**src/rtl/key_sum_ctrl.sv**
```systemverilog
// key_sum_ctrl: debounces two active-low keys and keeps a 3-bit wrap-around press count.
// Latency: pin low at edge N -> accept at N+2+DEB_CNT -> sum/press_vld one edge later.
// Backpressure: none; every accepted press is applied the cycle after it is accepted.
// Optional auto-repeat while a key is held: define KEY_SUM_REPEAT_EN.
module key_sum_ctrl #(
  parameter int unsigned DEB_CNT    = 1_000_000,
  parameter int unsigned REPEAT_CNT = 25_000_000,
  parameter int unsigned CNT_W      = 32
) (
  input  logic       clk,
  input  logic       rst,
  input  logic       key_inc_n,
  input  logic       key_dec_n,
  output logic [2:0] sum,
  output logic       press_vld,
  output logic       key_busy
);

  typedef enum logic [1:0] {
    IDLE         = 2'd0,
    PRESS_WAIT   = 2'd1,
    PRESSED      = 2'd2,
    RELEASE_WAIT = 2'd3
  } key_st_t;

  localparam logic [CNT_W-1:0] DEB_LAST = CNT_W'(DEB_CNT - 1);

  // Timers must be able to reach both terminal counts.
  if (CNT_W < 1 || (64'(DEB_CNT) >> CNT_W) != 64'd0 || (64'(REPEAT_CNT) >> CNT_W) != 64'd0) begin : g_bad_cfg
    $error("key_sum_ctrl: CNT_W too narrow for DEB_CNT/REPEAT_CNT");
  end

  // bit 0 = inc key, bit 1 = dec key
  logic [1:0] sync1;
  logic [1:0] sync2;
  logic [1:0] acc_p;
  logic [1:0] not_idle;

  // Two-flop synchronizer; released (1) is the safe reset level.
  always_ff @(posedge clk or posedge rst) begin
    if (rst) begin
      sync1 <= 2'b11;
      sync2 <= 2'b11;
    end else begin
      sync1 <= {key_dec_n, key_inc_n};
      sync2 <= sync1;
    end
  end

  for (genvar g = 0; g < 2; g++) begin : g_key
    key_st_t          st;
    logic [CNT_W-1:0] timer;
    logic             acc_q;
`ifdef KEY_SUM_REPEAT_EN
    localparam logic [CNT_W-1:0] RPT_LAST = CNT_W'(REPEAT_CNT - 1);
    logic [CNT_W-1:0] rpt_timer;
`endif

    // Debounce FSM: a level must hold for DEB_CNT samples to change state.
    always_ff @(posedge clk or posedge rst) begin
      if (rst) begin
        st    <= IDLE;
        timer <= '0;
        acc_q <= 1'b0;
`ifdef KEY_SUM_REPEAT_EN
        rpt_timer <= '0;
`endif
      end else begin
        acc_q <= 1'b0;
        case (st)
          IDLE: begin
            if (!sync2[g]) begin
              st    <= PRESS_WAIT;
              timer <= '0;
            end
          end
          PRESS_WAIT: begin
            if (sync2[g]) begin
              st <= IDLE;
            end else if (timer == DEB_LAST) begin
              st    <= PRESSED;
              acc_q <= 1'b1;
            end else begin
              timer <= timer + 1'b1;
            end
          end
          PRESSED: begin
            if (sync2[g]) begin
              st    <= RELEASE_WAIT;
              timer <= '0;
`ifdef KEY_SUM_REPEAT_EN
              rpt_timer <= '0;
            end else if (rpt_timer == RPT_LAST) begin
              rpt_timer <= '0;
              acc_q     <= 1'b1;
            end else begin
              rpt_timer <= rpt_timer + 1'b1;
`endif
            end
          end
          RELEASE_WAIT: begin
            if (!sync2[g]) begin
              st <= PRESSED;
            end else if (timer == DEB_LAST) begin
              st <= IDLE;
            end else begin
              timer <= timer + 1'b1;
            end
          end
          default: st <= IDLE;
        endcase
      end
    end

    assign acc_p[g]    = acc_q;
    assign not_idle[g] = (st != IDLE);
  end

  // Apply accepted presses to the count; opposite presses in one cycle cancel.
  always_ff @(posedge clk or posedge rst) begin
    if (rst) begin
      sum       <= 3'd0;
      press_vld <= 1'b0;
      key_busy  <= 1'b0;
    end else begin
      press_vld <= |acc_p;
      key_busy  <= |not_idle;
      case (acc_p)
        2'b01:   sum <= sum + 3'd1;
        2'b10:   sum <= sum - 3'd1;
        default: sum <= sum;
      endcase
    end
  end

endmodule

```
**config.mk**
```make
export PLATFORM = sky130hd
export DESIGN_NAME = key_sum_ctrl
export DESIGN_NICKNAME = d
export VERILOG_FILES = /design/src/rtl/key_sum_ctrl.sv
export SDC_FILE = /design/constraint.sdc
export NUM_CORES = 1
export LEC_CHECK = 0
export BUFFER_PORTS_ARGS = -buffer_cell sky130_fd_sc_hd__buf_2
export CORE_UTILIZATION = 45
export CTS_BUF_LIST = sky130_fd_sc_hd__clkbuf_4 sky130_fd_sc_hd__clkbuf_8
export CTS_CLUSTER_DIAMETER = 50
export DETAILED_ROUTE_END_ITERATION = 16
export RECOVER_POWER = 50
export SYNTH_ARGS = -nofsm -noshare
export SYNTH_HDL_FRONTEND = slang
export SYNTH_SLANG_ARGS = --single-unit
```
**constraint.sdc**
```tcl
create_clock -name clk -period 7.2 [get_ports clk]
set_input_delay 1.8 -clock clk [delete_from_list [all_inputs] [get_ports clk]]
set_output_delay 1.8 -clock clk [all_outputs]
set_load 0.02 [all_outputs]
```
== Word-level counts from Yosys, hierarchy flattened ==
Index checks and enable logic that the tools add are counted.
Cells by class
  $add $sub $neg: 4
  eq/ne operators: 22
  multiplexer cells: 33
  reductions and logical operators: 11
Operators with widths (count)
  32-bit 2-to-1 mux: 10
  32-bit one-hot mux with 4 select lines: 2
  32-bit by 1-bit adder with 32-bit output (second input constant): 2
  32-bit by 20-bit == test with 1-bit output (second input constant): 2
  2-bit 2-to-1 mux: 12
  2-bit != test (second input constant): 8
  2-bit one-hot mux with 4 select lines: 2
  4-bit AND reduction: 4
  3-bit != test (second input constant): 4
  2-bit == test (second input constant): 5
  2-bit by 1-bit == test with 1-bit output (second input constant): 3
  1-bit 2-to-1 mux: 6
  3-bit one-hot mux with 2 select lines: 1
  2-bit nonzero test: 3
  2-bit zero test: 2
  2-bit OR reduction: 2
  3-bit by 1-bit adder with 3-bit output (second input constant): 1
  3-bit by 1-bit subtractor with 3-bit output (second input constant): 1
Storage, ports and cells
  flip-flop bits (word level): 79
  input bits: 4
  output and inout port bits: 5
  logic and storage cells: 81

== Logic depth before layout (Yosys ltp) ==
  depth in word-level cells: 4
  depth in mapped cells: 7

== Least setup slack after synthesis ==
Ideal clock, no wire load.
  path kind: reg-to-output
  start point: reg sum[0]
  end point: out sum[0]
  data arrival time: 0.449 ns
  required time: 5.400 ns
  path slack: 4.951 ns
  cell stages (with the launch flop): 1
  path buffers: 0
  path through: dfrtp_1
RTL lines
  start: declaration: RTL line 14  | output logic [2:0] sum,
  start signal: assignment: RTL line 129  | 2'b01: sum <= sum + 3'd1;
  start signal: assignment: RTL line 130  | 2'b10: sum <= sum - 3'd1;
  start signal: assignment: RTL line 131  | default: sum <= sum;
No word-level cell between the ends.

== Final worst setup path ==
  start point: reg g_key[1].st[0]
  end point: reg g_key[1].timer[0]
On the way
  word-level cells in the longest chain between the ends: 3
  elaborated cells between the ends (all ways): 10
Ends and longest elaborated chain
  start: declaration: RTL line 51  | key_st_t st;
  start signal: assignment: RTL line 62  | st <= IDLE;
  start signal: assignment: RTL line 73  | st <= PRESS_WAIT;
  start signal: assignment: RTL line 79  | st <= IDLE;
  2-bit by 1-bit == test with 1-bit output, or another cell as far along: RTL line 70  | case (st)
  2-bit != test (no line)
  4-bit AND reduction (no line)
  end signal: assignment: RTL line 84  | timer <= timer + 1'b1;
  end signal: assignment: RTL line 107  | timer <= timer + 1'b1;
  end: declaration: RTL line 52  | logic [CNT_W-1:0] timer;
Parallel ways exist; a longest one is shown, timed or not.
A chain may end at the register's enable or synchronous reset.

==> flow_summary.toml <==
[status]
status = "finished, violations left"
violations = "DRC, capacitance limit, slew limit"

[clocking]
clk_pin_slew_worst_paths_ps = 80
clkLatencyLatePin_ps = 350
cts_sinks = 79
post_cts_buffers = 0
holdBufCountCts = 0
h-tree-depth = 3
clock-root-buffer = "clkbuf_8"
cts_resized = 0
clockBufferDepth = 2
numCtsBuffers = 9
cts_tree = "built"

[timing]
fin_worst_skew_ps = 11.57
slew_headroom_pct = -0.4398
finalHoldViolCount = 0
period_share_pct = 41.01
rsz0062_at_grt = "no"
max_freq_mhz = 338.6
tns_ps = 0
setup_ws_ps = 4247
report.final.slew_viol_count = 1
period_needed_ps = 2953
worstMarginPinSlew_ps = 1495
finalSetupViolations = 0

[die]
die_w_um = 98.08
fp.dieH_um = 98.08
start_util_pct = 46.95
core_um2 = 8848
num_rows = 34
ios = 9
dieArea_um2 = 9620

[route]
viasPerCell = 5.680
num_vias = 3164
ant_nets = 0
routedWlPerCell_um = 14.80
first_pass_iters = 10
route.detailed.drc = 3
drtIter0Drc = 121
routed_wirelength_mm = 8.243

[setup_path]
r2r_end = "g_key[1].timer[0]"
path_class = "flip-flop to flip-flop"
endpoint = "g_key[1].timer[0]"
crit_required_ps = 7440
reg2reg_depth = 5
cp_slowest_cell = "nor3_1"
cp.arrival_ps = 3190
slowest_delay_ps = 1220
worstSetupStartpointType = "flip-flop"
timing.rr.start = "g_key[1].st[0]"
worstSetupEndpointType = "flip-flop"
crit_fanout = 15
reg2reg_slack_ps = 4250
crit_start = "g_key[1].st[0]"
crit_chain = "nor4b_1 -> nand4_1 -> nor3_1 -> nor2_1 -> mux2_1"

[grt]
grt_pass1_vias = 3005
overflow = 0
grt_max_degree = 80
antenna_found_initial = 0
grt_usage_pct = 18.79
grt_pass1_wl_mm = 14.51

[logic_synthesis]
synth_cell_type_count = 48
yosysSeqAreaShare_pct = 47.71
syn_area_um2 = 4154
ys.flop_type = "dfrtp_1"
syn_area_per_cell_um2 = 9.527
syn_nets = 445
synth_cells = 436
ys_async_sr_fraction_pct = 100.0
ys_ff_latch = 79
yosysWarnings = 0
synth_edf_count = 0

[place]
gp_congestion = 0.7748
io_buffers = 8
dp_slack_ps = 4381
hpwl_mm = 5.615

[power_and_ir_drop]
p_leak_nw = 1.781
p_per_area_nw_per_um2 = 187.4
power.total_mw = 0.8226
peakVddDrop_mv = 0.07448

[final_layout]
final_core_utilization_pct = 49.62
num_antenna_cells = 0
final_nets = 453
area_growth_pct = 5.693
drive_gt1_share_pct = 6.682

[hold_path]
min_path_type = "flip-flop to flip-flop"

[run]
cap_violations = 1
## metrics by stage
| stage | std cells | hold slack (ps) | cell area, µm² |
|---|---|---|---|
| 5_1_grt | 557 | 367.4 | 4390 |
| 6_report | 557 | 364.6 | 4390 |
| 3_3_place_gp | 541 | 346.3 | 4290 |
| 2_1_floorplan | 436 | 345.2 | 4154 |
| 4_1_cts | 557 | 359.8 | 4483 |
| 3_5_place_dp | 541 | 347.2 | 4290 |
## critical path: cells and delay by family, from the launching register on
family           cells  cell delay (ps)
flip-flops           1              540
multiplexers         1              370
AND/OR/NAND/NOR      4             1910
## Yosys cell counts, types with 2 or more instances
library cell  instances  area share, %
a21o_1                2           0.36
a21oi_1              20            2.4
and2_1                3           0.45
and3_1                8            1.2
and4_1                8            1.7
buf_2                 8           0.96
clkbuf_1              7           0.63
dfrtp_1              75             45
dfstp_2               4            2.5
ha_1                  4            1.2
inv_1                16            1.4
mux2i_1               3           0.72
nand2_1              35            3.2
nand2b_1              4           0.60
nand3_1              30            3.6
nand4_1              16            2.4
nor2_1               45            4.1
nor3_1               12            1.4
nor3_2                5            1.2
nor3b_1               2           0.36
nor4_1               12            1.8
nor4_2                5            1.5
nor4b_1               4           0.84
o211ai_1              4           0.72
o21a_1                2           0.36
o21ai_0              18            2.2
o21ai_1               4           0.48
o31ai_1               5           0.90
or3_1                18            2.7
or4_1                 3           0.54
xnor2_1              22            4.6
xor2_1               16            3.4
## flip-flops by register name, summed over array words and instances, names as in the netlist, named ones only
| name | count |
|---|---|
| g_key.acc_q | 2 |
| g_key.st | 2 |
| g_key.timer | 64 |
| key_busy | 1 |
| press_vld | 1 |
| sum | 3 |
| sync1 | 2 |
| sync2 | 2 |
## per-layer routing
metal	global-route usage, %	up-vias	wire [µm]
li1	-	1585	-
met1	27.67	1525	4374
met2	27.68	44	3507
met3	2.577	10	218
met4	8.042	0	142
met5	0	-	0
## placed cells by master (no fill, tap or decap), types with 3 or more instances in the layout
cell,count
mux2i_1,3
dfrtp_1,75
o21ai_0,22
nand2b_1,4
ha_1,4
nand2_1,35
nor4b_1,5
nor2_1,45
buf_4,3
clkinv_2,3
o211ai_1,4
o31ai_1,5
or3_1,18
nor3_1,17
buf_2,7
xnor2_1,22
and4_1,8
or4_1,3
clkbuf_1,3
and3_1,8
nor4_1,18
clkbuf_8,9
xor2_1,16
a21oi_1,20
inv_1,15
and2_1,3
nand4_1,17
nand3_1,30
## worst min path at each step
stage,startpoint,to,slack [ps],cells past startpoint
floorplan,sync1[0],sync2[0],350,0
global placement,sync1[1],sync2[1],350,0
detailed placement,sync1[1],sync2[1],350,0
CTS,sync1[1],sync2[1],360,0
global route,sync1[1],sync2[1],370,0
finish,sync1[1],sync2[1],360,0
## power breakdown
part,internal (mW),switching [mW]
Clock,0.163,0.163
Sequential,0.451,0.00951
Combinational,0.0100,0.0260
Total,0.624,0.199
## cell families (layout without fill, tap and decap cells)
kind of cell / after synthesis / after routing / synth area share, %
buf+inv: 32 / 45 / 3.313
fa+ha+maj: 5 / 5 / 1.687
flops: 79 / 79 / 47.71
compound gates: 61 / 61 / 8.645
mux: 5 / 5 / 1.265
simple gates: 216 / 216 / 29.37
xor+xnor: 38 / 38 / 8.012
## final cells by class
class	instances	area (µm²)
fillers	847	4458
flip-flops and latches	79	1982
multi-input cells	325	1951
well taps	108	135.1
clock buffers	10	131.4
repair buffers	13	68.82
clock inverters	6	61.31
inverters	16	61.31
Note: power is estimated with default switching activity, not from simulation.
